==> config.mk <==
export PLATFORM = sky130hd
export DESIGN_NAME = cplx_float_narrow_flat
export DESIGN_NICKNAME = d
export VERILOG_FILES = /design/src/rtl/cplx_float_narrow_pkg.sv /design/src/rtl/cplx_float_narrow_if.sv /design/src/rtl/cplx_float_narrow_lane.sv /design/src/rtl/cplx_float_narrow.sv /design/src/flat_wrapper.sv
export SDC_FILE = /design/constraint.sdc
export NUM_CORES = 1
export LEC_CHECK = 0
export CAP_MARGIN = 20
export CELL_PAD_IN_SITES_DETAIL_PLACEMENT = 0
export CELL_PAD_IN_SITES_GLOBAL_PLACEMENT = 2
export CORE_ASPECT_RATIO = 0.6
export CORE_MARGIN = 2
export CORE_UTILIZATION = 30
export CTS_BUF_LIST = sky130_fd_sc_hd__clkbuf_8 sky130_fd_sc_hd__clkbuf_16
export CTS_CLUSTER_DIAMETER = 150
export DETAILED_ROUTE_END_ITERATION = 12
export GPL_ROUTABILITY_DRIVEN = 0
export PLACE_DENSITY_LB_ADDON = 0.15
export SETUP_SLACK_MARGIN = 0.05
export SLEW_MARGIN = 15
export SYNTH_ARGS = -nofsm -noshare
export SYNTH_HDL_FRONTEND = slang
export SYNTH_SLANG_ARGS = --single-unit
==> constraint.sdc <==
create_clock -name clk -period 1.8 [get_ports clk]
set_input_delay 0.54 -clock clk [delete_from_list [all_inputs] [get_ports clk]]
set_output_delay 0.54 -clock clk [all_outputs]
set_load 0.03 [all_outputs]
==> src/rtl/cplx_float_narrow_pkg.sv <==
// Shared float32 field constants, rounding-mode encodings and the narrow-format width helper.
package cplx_float_narrow_pkg;

    localparam int F32_BIAS   = 127;
    localparam int F32_SIGN_W = 1;
    localparam int F32_EXP_W  = 8;
    localparam int F32_MAN_W  = 23;

    typedef enum int {
        RND_TRUNC = 0,
        RND_RNE   = 1
    } rnd_mode_t;

    typedef enum logic [1:0] {
        CLS_ZERO,
        CLS_NORM,
        CLS_INF,
        CLS_NAN
    } f32_class_t;

    function automatic int out_w(input int exp_w, input int man_w);
        return F32_SIGN_W + exp_w + man_w;
    endfunction

endpackage

==> src/rtl/cplx_float_narrow_if.sv <==
// Streaming handshake bus: float32 complex samples in, packed narrow complex result out.
interface cplx_float_narrow_if #(
    parameter int OUT_W = 18
);
    logic                 in_valid;
    logic                 in_ready;
    logic [31:0]          re;
    logic [31:0]          im;
    logic                 out_valid;
    logic                 out_ready;
    logic [2*OUT_W-1:0]   result;

    modport master (
        output in_valid, re, im, out_ready,
        input  in_ready, out_valid, result
    );

    modport slave (
        input  in_valid, re, im, out_ready,
        output in_ready, out_valid, result
    );
endinterface

==> src/rtl/cplx_float_narrow_lane.sv <==
// One float32 -> narrow float converter: unpack, round, pack/classify.
// All stages move together under the shared advance enable.
module float_narrow_lane
    import cplx_float_narrow_pkg::*;
#(
    parameter int EXP_W    = 6,
    parameter int MAN_W    = 11,
    parameter int RND_MODE = 1,
    parameter int SAT_INF  = 0,
    localparam int OUT_W   = out_w(EXP_W, MAN_W)
) (
    input  logic             clk,
    input  logic             rst_n,
    input  logic             advance,
    input  logic [31:0]      value,
    output logic [OUT_W-1:0] word,
    output logic             ovf,
    output logic             unf
);

    localparam int DROP = F32_MAN_W - MAN_W;
    localparam int NE_W = 12;
    localparam int BIAS = (1 << (EXP_W - 1)) - 1;
    localparam logic signed [NE_W-1:0] NE_OFS = NE_W'(F32_BIAS - BIAS);
    localparam logic signed [NE_W-1:0] NE_MAX = NE_W'((1 << EXP_W) - 1);
    localparam bit USE_RNE = (RND_MODE == int'(RND_RNE));
    localparam bit USE_INF = (SAT_INF != 0);

    logic                   s0;
    logic [F32_EXP_W-1:0]   e0;
    logic [F32_MAN_W-1:0]   m0;
    f32_class_t             cls0;

    f32_class_t             cls1;
    logic                   s1, g1, st1, nz1;
    logic signed [NE_W-1:0] ne1;
    logic [MAN_W-1:0]       mk1;

    f32_class_t             cls1_fix;
    logic                   nz1_fix;
    logic                   inc;
    logic [MAN_W:0]         sum;

    f32_class_t             cls2;
    logic                   s2, nz2;
    logic signed [NE_W-1:0] ne2;
    logic [MAN_W-1:0]       man2;

    logic [OUT_W-1:0]       word_d;
    logic                   ovf_d, unf_d;

    assign {s0, e0, m0} = value;

    always_comb begin
        cls0 = CLS_NORM;
        if (e0 == '1)
            cls0 = (m0 != '0) ? CLS_NAN : CLS_INF;
        else if (e0 == '0)
            cls0 = CLS_ZERO;
    end

    // Underflow is judged on the unrounded exponent and becomes a flushed zero here.
    always_comb begin
        inc      = USE_RNE && g1 && (st1 || mk1[0]);
        sum      = {1'b0, mk1} + {{MAN_W{1'b0}}, inc};
        cls1_fix = cls1;
        nz1_fix  = nz1;
        if (cls1 == CLS_NORM && (ne1[NE_W-1] || ne1 == '0)) begin
            cls1_fix = CLS_ZERO;
            nz1_fix  = 1'b1;
        end
    end

    always_comb begin
        word_d = '0;
        ovf_d  = 1'b0;
        unf_d  = 1'b0;
        unique case (cls2)
            CLS_ZERO: begin
                word_d = {s2, {(OUT_W-1){1'b0}}};
                unf_d  = nz2;
            end
            CLS_INF: word_d = {s2, {EXP_W{1'b1}}, {MAN_W{1'b0}}};
            CLS_NAN: word_d = {1'b0, {EXP_W{1'b1}}, 1'b1, {(MAN_W-1){1'b0}}};
            default: begin
                if (ne2 >= NE_MAX) begin
                    ovf_d  = 1'b1;
                    word_d = USE_INF ? {s2, {EXP_W{1'b1}}, {MAN_W{1'b0}}}
                                     : {s2, {(EXP_W-1){1'b1}}, 1'b0, {MAN_W{1'b1}}};
                end else begin
                    word_d = {s2, ne2[EXP_W-1:0], man2};
                end
            end
        endcase
    end

    always_ff @(posedge clk or negedge rst_n) begin
        if (!rst_n) begin
            cls1 <= CLS_ZERO;
            s1   <= 1'b0;
            g1   <= 1'b0;
            st1  <= 1'b0;
            nz1  <= 1'b0;
            ne1  <= '0;
            mk1  <= '0;
            cls2 <= CLS_ZERO;
            s2   <= 1'b0;
            nz2  <= 1'b0;
            ne2  <= '0;
            man2 <= '0;
            word <= '0;
            ovf  <= 1'b0;
            unf  <= 1'b0;
        end else if (advance) begin
            cls1 <= cls0;
            s1   <= s0;
            ne1  <= $signed(NE_W'(e0)) - NE_OFS;
            mk1  <= m0[F32_MAN_W-1 -: MAN_W];
            g1   <= m0[DROP-1];
            st1  <= |m0[DROP-2:0];
            nz1  <= (m0 != '0);

            cls2 <= cls1_fix;
            s2   <= s1;
            nz2  <= nz1_fix;
            ne2  <= ne1 + $signed(NE_W'(sum[MAN_W]));
            man2 <= sum[MAN_W] ? '0 : sum[MAN_W-1:0];

            word <= word_d;
            ovf  <= ovf_d;
            unf  <= unf_d;
        end
    end

endmodule

==> src/rtl/cplx_float_narrow.sv <==
// Complex float32 -> narrow float converter: two identical lanes behind one stalling 3-stage pipeline.
module cplx_float_narrow
    import cplx_float_narrow_pkg::*;
#(
    parameter int EXP_W    = 6,
    parameter int MAN_W    = 11,
    parameter int RND_MODE = 1,
    parameter int SAT_INF  = 0
) (
    input  logic                clk,
    input  logic                rst_n,
    cplx_float_narrow_if.slave  bus,
    input  logic                clr_flags,
    output logic [1:0]          ovf_flag,
    output logic [1:0]          unf_flag
);

    localparam int OUT_W = out_w(EXP_W, MAN_W);

    logic             advance;
    logic [2:0]       vld;
    logic [OUT_W-1:0] re_word, im_word;
    logic             re_ovf, re_unf, im_ovf, im_unf;

    assign advance       = bus.out_ready || !vld[2];
    assign bus.in_ready  = advance;
    assign bus.out_valid = vld[2];
    assign bus.result    = {re_word, im_word};

    always_ff @(posedge clk or negedge rst_n) begin
        if (!rst_n)
            vld <= '0;
        else if (advance)
            vld <= {vld[1:0], bus.in_valid};
    end

    // Flags accumulate only as a sample is handed downstream; clear has priority.
    always_ff @(posedge clk or negedge rst_n) begin
        if (!rst_n) begin
            ovf_flag <= '0;
            unf_flag <= '0;
        end else if (clr_flags) begin
            ovf_flag <= '0;
            unf_flag <= '0;
        end else if (vld[2] && advance) begin
            ovf_flag <= ovf_flag | {re_ovf, im_ovf};
            unf_flag <= unf_flag | {re_unf, im_unf};
        end
    end

    float_narrow_lane #(
        .EXP_W(EXP_W), .MAN_W(MAN_W), .RND_MODE(RND_MODE), .SAT_INF(SAT_INF)
    ) u_re (
        .clk(clk), .rst_n(rst_n), .advance(advance), .value(bus.re),
        .word(re_word), .ovf(re_ovf), .unf(re_unf)
    );

    float_narrow_lane #(
        .EXP_W(EXP_W), .MAN_W(MAN_W), .RND_MODE(RND_MODE), .SAT_INF(SAT_INF)
    ) u_im (
        .clk(clk), .rst_n(rst_n), .advance(advance), .value(bus.im),
        .word(im_word), .ovf(im_ovf), .unf(im_unf)
    );

endmodule

==> src/flat_wrapper.sv <==
// flat-port wrapper written by rule: the top's interface ports become plain ports
module cplx_float_narrow_flat import cplx_float_narrow_pkg::*;
#(
    parameter int EXP_W    = 6,
    parameter int MAN_W    = 11,
    parameter int RND_MODE = 1,
    parameter int SAT_INF  = 0
)
  (clk, rst_n, clr_flags, ovf_flag, unf_flag, bus_in_valid, bus_re, bus_im, bus_out_ready, bus_in_ready, bus_out_valid, bus_result);
  cplx_float_narrow_if #(.OUT_W(18)) bus_i ();
  input  logic clk;
  input  logic rst_n;
  input  logic clr_flags;
  output logic [1:0] ovf_flag;
  output logic [1:0] unf_flag;
  input wire logic [$bits(bus_i.in_valid)-1:0] bus_in_valid;
  input wire logic [$bits(bus_i.re)-1:0] bus_re;
  input wire logic [$bits(bus_i.im)-1:0] bus_im;
  input wire logic [$bits(bus_i.out_ready)-1:0] bus_out_ready;
  output wire logic [$bits(bus_i.in_ready)-1:0] bus_in_ready;
  output wire logic [$bits(bus_i.out_valid)-1:0] bus_out_valid;
  output wire logic [$bits(bus_i.result)-1:0] bus_result;
  assign bus_i.in_valid = bus_in_valid;
  assign bus_i.re = bus_re;
  assign bus_i.im = bus_im;
  assign bus_i.out_ready = bus_out_ready;
  assign bus_in_ready = bus_i.in_ready;
  assign bus_out_valid = bus_i.out_valid;
  assign bus_result = bus_i.result;
  cplx_float_narrow #(.EXP_W(EXP_W), .MAN_W(MAN_W), .RND_MODE(RND_MODE), .SAT_INF(SAT_INF)) u_core (.clk(clk), .rst_n(rst_n), .bus(bus_i), .clr_flags(clr_flags), .ovf_flag(ovf_flag), .unf_flag(unf_flag));
endmodule
==> results of run 1 <==
stage by stage:
step | setup TNS (ns) | setup slack, ns | cells | instance area [µm²] | utilization, %
2_1_floorplan | -0.0438 | -0.0298 | 716 | 6950 | -
3_3_place_gp | -29.77 | -0.409 | 1206 | 9150 | 41.1
3_5_place_dp | -32.29 | -0.500 | 1206 | 9150 | 41.1
4_1_cts | -0.0945 | -0.0859 | 1250 | 10000 | 45.0
5_1_grt | -1.08 | -0.105 | 1257 | 10200 | 45.9
6_report | -0.0791 | -0.0414 | 1257 | 10200 | 45.9
cell usage in the layout, fill, tap and decap left out, types with 11 or more instances in the layout:
cell type | Yosys | final
o21ai_1 | 0 | 15
buf_4 | 0 | 113
clkdlybuf4s15_1 | 0 | 17
nor2_1 | 41 | 31
nand3_1 | 24 | 12
clkbuf_16 | 0 | 17
o21ai_0 | 48 | 32
inv_1 | 14 | 13
a21oi_1 | 21 | 21
a221o_1 | 18 | 18
clkdlybuf4s50_1 | 0 | 66
nand2_1 | 202 | 201
xor2_1 | 12 | 11
clkbuf_2 | 0 | 15
xnor2_1 | 20 | 13
nor3_1 | 12 | 11
dfrtp_1 | 153 | 152
nor4_1 | 19 | 19
cell families after synthesis:
group           after synthesis  synth area share, %
compound gates              128                 12.8
xor+xnor                     32                 4.09
fa+ha+maj                     8                 1.46
buf+inv                      52                 3.18
flops                       153                 55.9
mux                           3                0.439
simple gates                340                 22.0
power by group through the flow:
stage               sequential (mW)  clock (mW)  combinational (mW)
CTS                            5.62        3.92                5.30
global route                   5.80        4.08                5.84
detailed placement             5.64           0                5.27
floorplan                      6.18           0                2.21
global placement               5.62           0                5.17
finish                         5.64        3.81                5.32
worst paths after layout:
kind,start,end,slack [ns],cells after the start
worst max-delay path,u_core.vld[2]$_DFFE_PN0P_,bus_in_ready,-0.04,4
worst min-delay path,u_core.u_im.s2$_DFFE_PN0P_,u_core.u_im.s2$_DFFE_PN0P_,0.47,2
worst max register to register,u_core.u_im.ne2[7]$_DFFE_PN0P_,u_core.u_im.word[0]$_DFFE_PN0P_,-0.04,5
worst min register to register,u_core.u_im.s2$_DFFE_PN0P_,u_core.u_im.s2$_DFFE_PN0P_,0.47,2
max in group asynchronous,rst_n,u_core.u_re.word[1]$_DFFE_PN0P_,0.69,3
min in group asynchronous,rst_n,u_core.u_re.ne1[5]$_DFFE_PN0P_,0.56,2
flip-flops by register name, indices dropped and copies added (netlist names), 2 cells and up:
name              flops
u_core.ovf_flag       2
u_core.u_im.cls1      2
u_core.u_im.cls2      2
u_core.u_im.man2     11
u_core.u_im.mk1      11
u_core.u_im.ne1       9
u_core.u_im.ne2      12
u_core.u_im.word     18
u_core.u_re.cls1      2
u_core.u_re.cls2      2
u_core.u_re.man2     11
u_core.u_re.mk1      11
u_core.u_re.ne1       9
u_core.u_re.ne2      12
u_core.u_re.word     18
u_core.unf_flag       2
u_core.vld            3
layout make-up:
type                    count  area share [%]
flip-flops and latches    153            37.5
clock inverters            13            1.72
repair buffers            237            20.6
multi-input cells         513            31.5
inverters                  14           0.515
well taps                 308            3.77
clock buffers              19            4.44
critical path, cell delays in order, from the launching register on:
cell	delay, ns
dfrtp_2	0.39
nor2b_4	0.17
inv_2	0.06
buf_12	0.13
buf_8	0.13
timing repair:
item | CTS | global route
pin swaps | 15 | 19
buffers inserted | 9 | 7
hold buffers | 1 | 0
hold endpoints to repair | 22 | 0
gates cloned | 2 | 0
gates resized for setup | 104 | 78
endpoints found under the setup margin | 95 | 77
per-layer routing:
metal / GRT usage, % / share of wire, % / up-vias
met5: 0 / 0 / -
met4: 3.92 / 0.22 / 0
met3: 4.20 / 3.6 / 2
met2: 24.6 / 44 / 95
met1: 26.1 / 52 / 2853
li1: - / - / 2922
==> impl_results.md, run 1 <==
- Hold Vio Cnt, Final: 0
- P_sw: 5.38 mW
- DRT Pass-1 Iters: 5
- Register area: 3830 µm²
- Die area: 24100 µm²
- Post-synthesis sequential area ratio: 55.9%
- Final slew viol count: 0
- Total Routing Usage GR: 17.2%
- Mapped Area: 6850 µm²
- RSZ-0062 raised after global routing: true
- Setup WS post-layout: -0.0414 ns
- CTS tree: built
- Largest net degree at the start of global routing: 48
- Final setup vio count: 2
- Antenna Violating Nets Remaining: 0
- Io pins: 111
- Buffers on Ports: 110
- Vias in the first global route: 5911
- Diodes inserted: 0
- Synth cell count leaders: 202 x nand2_1, 153 x dfrtp_1, 48 x o21ai_0, 41 x nor2_1, 26 x clkbuf_1
- Row count: 42
- Synthesized Nets: 793
- Multi-input logic area: 3210 µm²
- Synth unique cells: 44
- CTS Root Cell: clkbuf_16
- Vias: 5872
- CP arrival: 1.30 ns
- Sw Ratio: 36.4%
- CP Max Fanout: 3
- Residual DRC: 0
- Leakage: 4.52 nW
- Post-synth top area share: 55.9%
- Int Pwr: 9.39 mW
- Count of warnings emitted by yosys: 0
- Chip width: 199 µm
- EDFF count, synth: 0
- Initial antenna violation count: 0
- CTS clk-pin slew, worst paths: 0.06 ns
- Slew headroom: 69.4%
- Pwr Total: 14.8 mW
- Post-synth top area cell: dfrtp_1
- Register bit total from synthesis: 153
- Wirelength, routed: 19600 µm
- Status: complete, but fails checks
- DPL Wire Length: 14700 µm
- Clock power share: 25.8%
- Ys async rst share: 100%
- Core Area: 22200 µm²
- Vias per Instance: 4.67
- Cell count after synthesis: 716
- Synth Flop Type: dfrtp_1
- Final min period: 1.84 ns
- Seq pwr share: 38.2%
- Worst-Margin Slew: 0.457 ns
- Worst setup EP type: primary output
- Layout cell share with drive strength beyond 1: 26.3%
- Clock buffer depth: 2
- Clock Skew: 0.00720 ns
- Post-Synthesis Mean Instance Area: 9.56 µm²
- Crit Path Class: flip-flop to primary output
- Max-cap violations: 0
- Grt total ovfl: 0
- Final Hold Slack: 0.468 ns
- Final period util: 102%
- Worst vdd rail ir drop: 0.000631 V
- DRT iter0 DRCs: 273
- CTS sink count: 153
- Synth area leaders: dfrtp_1 56%, nand2_1 11%, o21ai_0 3.5%, a221o_1 2.6%, xnor2_1 2.6%
- Fmax achieved: 543 MHz
- Vert. Die Dim: 121 µm
- PD cells: 1450 nW/µm²
- Starting Density: 30.8%
- Failing checks: negative setup slack
- Avg WL per Cell: 15.6 µm
- CTS Buf Count: 17
- Worst hold path class: flip-flop to flip-flop
- Most common cell in the netlist: nand2_1
- Final #Nets: 1013
- Req. time, crit path: 1.26 ns
- Filler Cell Count: 2123
- Worst-Skew Late Latency: 0.42 ns
- Area delta synth->final: 49.2%
- Clock H-tree levels: 4
- Logic pwr share: 36.0%
- Crit path launch type: flip-flop
- First-pass GRT wire length: 31800 µm
Power figures use the tool's default switching activity.
==> run 2, diff against run 1 <==
Settings changed: CORE_ASPECT_RATIO 0.6 to 1.5.
==> impl_results.md, run 2 (synthesis results as in run 1) <==
- Worst vdd rail ir drop: 0.000769 V (was 0.000631 V)
- First-pass GRT wire length: 30600 µm (was 31800 µm)
- Final #Nets: 993 (was 1013)
- Hold Vio Cnt, Final: 0 (unchanged)
- Slew headroom: 66.1% (was 69.4%)
- PD cells: 1450 nW/µm² (about the same)
- Chip width: 127 µm (was 199 µm)
- Final period util: 101% (was 102%)
- M1 wire length: 7020 µm (was 10200 µm)
- Worst stage delay on the critical path: 0.28 ns (was 0.39 ns)
- DRT iter0 DRCs: 281 (was 273)
- Area delta synth->final: 46.3% (was 49.2%)
- Setup WS post-layout: -0.0246 ns (was -0.0414 ns)
- Max-cap violations: 0 (unchanged)
- Clock Skew: 0.00874 ns (was 0.00720 ns)
- Core Area: 22400 µm² (was 22200 µm²)
- Top Registers: u_core.u_im.word: 18 flops, u_core.u_re.word: 18 flops (unchanged)
- Clock buffer depth: 2 (unchanged)
- Row count: 67 (was 42)
- Most common cell after layout, fill and taps aside: nand2_1 (unchanged)
- Io pins: 111 (unchanged)
- CP Max Fanout: 4 (was 3)
- Failing checks: negative setup slack (unchanged)
- Hold buffers post-CTS: 0 (was 1)
- Top Metal Used: met4 (unchanged)
- CTS clk-pin slew, worst paths: 0.06 ns (about the same)
- Final min period: 1.82 ns (was 1.84 ns)
- Met3 wire length: 530 µm (was 712 µm)
- CTS tree: built (unchanged)
- Fmax achieved: 548 MHz (was 543 MHz)
- Clock H-tree levels: 4 (unchanged)
- Vias per Instance: 4.79 (was 4.67)
- Buffers on Ports: 110 (unchanged)
- Leakage: 4.41 nW (was 4.52 nW)
- Total Routing Usage GR: 16.2% (was 17.2%)
- CP max stage cell: dlygate4sd2_1 (was dfrtp_2)
- Grt total ovfl: 0 (unchanged)
- Die area: 24100 µm² (about the same)
- Vias: 5771 (was 5872)
- Crit Path Class: input port to primary output (was flip-flop to primary output)
- Vert. Die Dim: 189 µm (was 121 µm)
- Crit-path cells: dlygate4sd2_1, nor2b_4, inv_2, buf_8, buf_12 (was nor2b_4, inv_2, buf_12, buf_8)
- Req. time, crit path: 1.26 ns (about the same)
- CTS Buf Count: 17 (unchanged)
- Initial antenna violation count: 0 (unchanged)
- Starting Density: 30.6% (was 30.8%)
- Post-Route Utilization: 44.8% (was 45.9%)
- DRT Pass-1 Iters: 4 (was 5)
- Final setup vio count: 1 (was 2)
- Fin area: 10000 µm² (was 10200 µm²)
- CTS Root Cell: clkbuf_16 (unchanged)
- CTS sink count: 153 (unchanged)
- Diodes inserted: 0 (unchanged)
- Highest-count cells in the layout ignoring fill and taps: 201 x nand2_1, 153 x dfrtp_1, 95 x buf_4 (was 201 x nand2_1, 152 x dfrtp_1, 113 x buf_4)
- RSZ-0062 raised after global routing: true (unchanged)
- Routed wl met2: 10700 µm (was 8580 µm)
- Largest net degree at the start of global routing: 71 (was 48)
- CP arrival: 1.28 ns (was 1.30 ns)
- Crit path launch type: input port (was flip-flop)
- Vias in the first global route: 6212 (was 5911)
- Pwr Total: 14.5 mW (was 14.8 mW)
- Layout cell share with drive strength beyond 1: 24.4% (was 26.3%)
- Worst setup EP type: primary output (unchanged)
- Worst-Skew Late Latency: 0.43 ns (was 0.42 ns)
- Worst-Margin Slew: 0.504 ns (was 0.457 ns)
- Place WS: -0.579 ns (was -0.500 ns)
- Residual DRC: 0 (unchanged)
- Wirelength, routed: 18600 µm (was 19600 µm)
- Antenna Violating Nets Remaining: 0 (unchanged)
- Avg WL per Cell: 15.4 µm (was 15.6 µm)
- Status: complete, but fails checks (unchanged)
- Worst hold path class: input port to async pin (was flip-flop to flip-flop)
- R2R setup slack: 0 ns (was -0.04 ns)
- Final slew viol count: 0 (unchanged)
- Placement Cell Area: 8980 µm² (was 9150 µm²)
- DPL Wire Length: 13600 µm (was 14700 µm)
==> run 2: changes by cell type in the layout (fill, tap and decap cells not counted), moves of 3 or more <==
cell / change
clkinv_2: -5
clkbuf_2: -5
o21ai_0: +3
o21ai_1: -4
clkdlybuf4s15_2: +6
buf_4: -18
inv_6: +4
nand3_1: +3
nand3_2: -4
==> run 2: report_power, final <==
| group | total, mW | leakage (nW) | internal, mW | switching [mW] |
|---|---|---|---|---|
| logic | 5.19 | 2.27 | 2.31 | 2.89 |
| clock network | 3.74 | 0.294 | 2.27 | 1.47 |
| registers | 5.57 | 1.84 | 4.62 | 0.951 |
| total | 14.5 | 4.41 | 9.19 | 5.31 |
==> run 2: layout make-up <==
cell class / count / area, µm²
clock buffers: 19 / 453
clock inverters: 13 / 168
fillers: 2176 / 12400
inverters: 14 / 52.6
multi-input cells: 512 / 3190
flip-flops and latches: 153 / 3830
well taps: 276 / 345
repair buffers: 218 / 1980
==> run 2: layer usage <==
metal / track usage, % / vias up
met5: 0 / -
met4: 4.99 / 0
met3: 3.62 / 18
met2: 31.9 / 85
met1: 16.5 / 2804
li1: - / 2864
==> run 2: final timing paths <==
check / start / end / depth (start not counted)
max in group asynchronous: rst_n / u_core.u_im.mk1[4]$_DFFE_PN0P_ / 2
worst max register to register: u_core.u_re.ne2[9]$_DFFE_PN0P_ / u_core.u_re.word[0]$_DFFE_PN0P_ / 5
worst min register to register: u_core.vld[1]$_DFFE_PN0P_ / u_core.vld[1]$_DFFE_PN0P_ / 2
worst min-delay path: rst_n / u_core.u_im.ne2[5]$_DFFE_PN0P_ / 1
min in group clk: u_core.vld[1]$_DFFE_PN0P_ / u_core.vld[1]$_DFFE_PN0P_ / 2
worst max-delay path: bus_out_ready / bus_in_ready / 5
==> run 2: what timing repair did <==
action | in CTS | in global routing
pin swaps | 12 | 18
hold endpoints to repair | 0 | 0
setup endpoints to repair | 107 | 77
buffers inserted | 6 | 9
gates resized for setup | 110 | 70
cloned | 1 | 0
==> run 2: per-stage QoR <==
| step | cells | hold slack (ns) | setup TNS (ns) |
|---|---|---|---|
| after floorplan | 716 | 0.244 | -0.0438 |
| after global placement | 1157 | 0.444 | -39.87 |
| after detailed placement | 1157 | 0.451 | -41.31 |
| after CTS | 1196 | 0.0360 | -0.138 |
| after global routing | 1205 | 0.0452 | -0.507 |
| final | 1205 | 0.0369 | -0.0246 |
==> run 2: critical path, delay by kind of cell <==
kind,cells,cell delay (ns)
buf+inv,4,0.60
simple gates,1,0.14
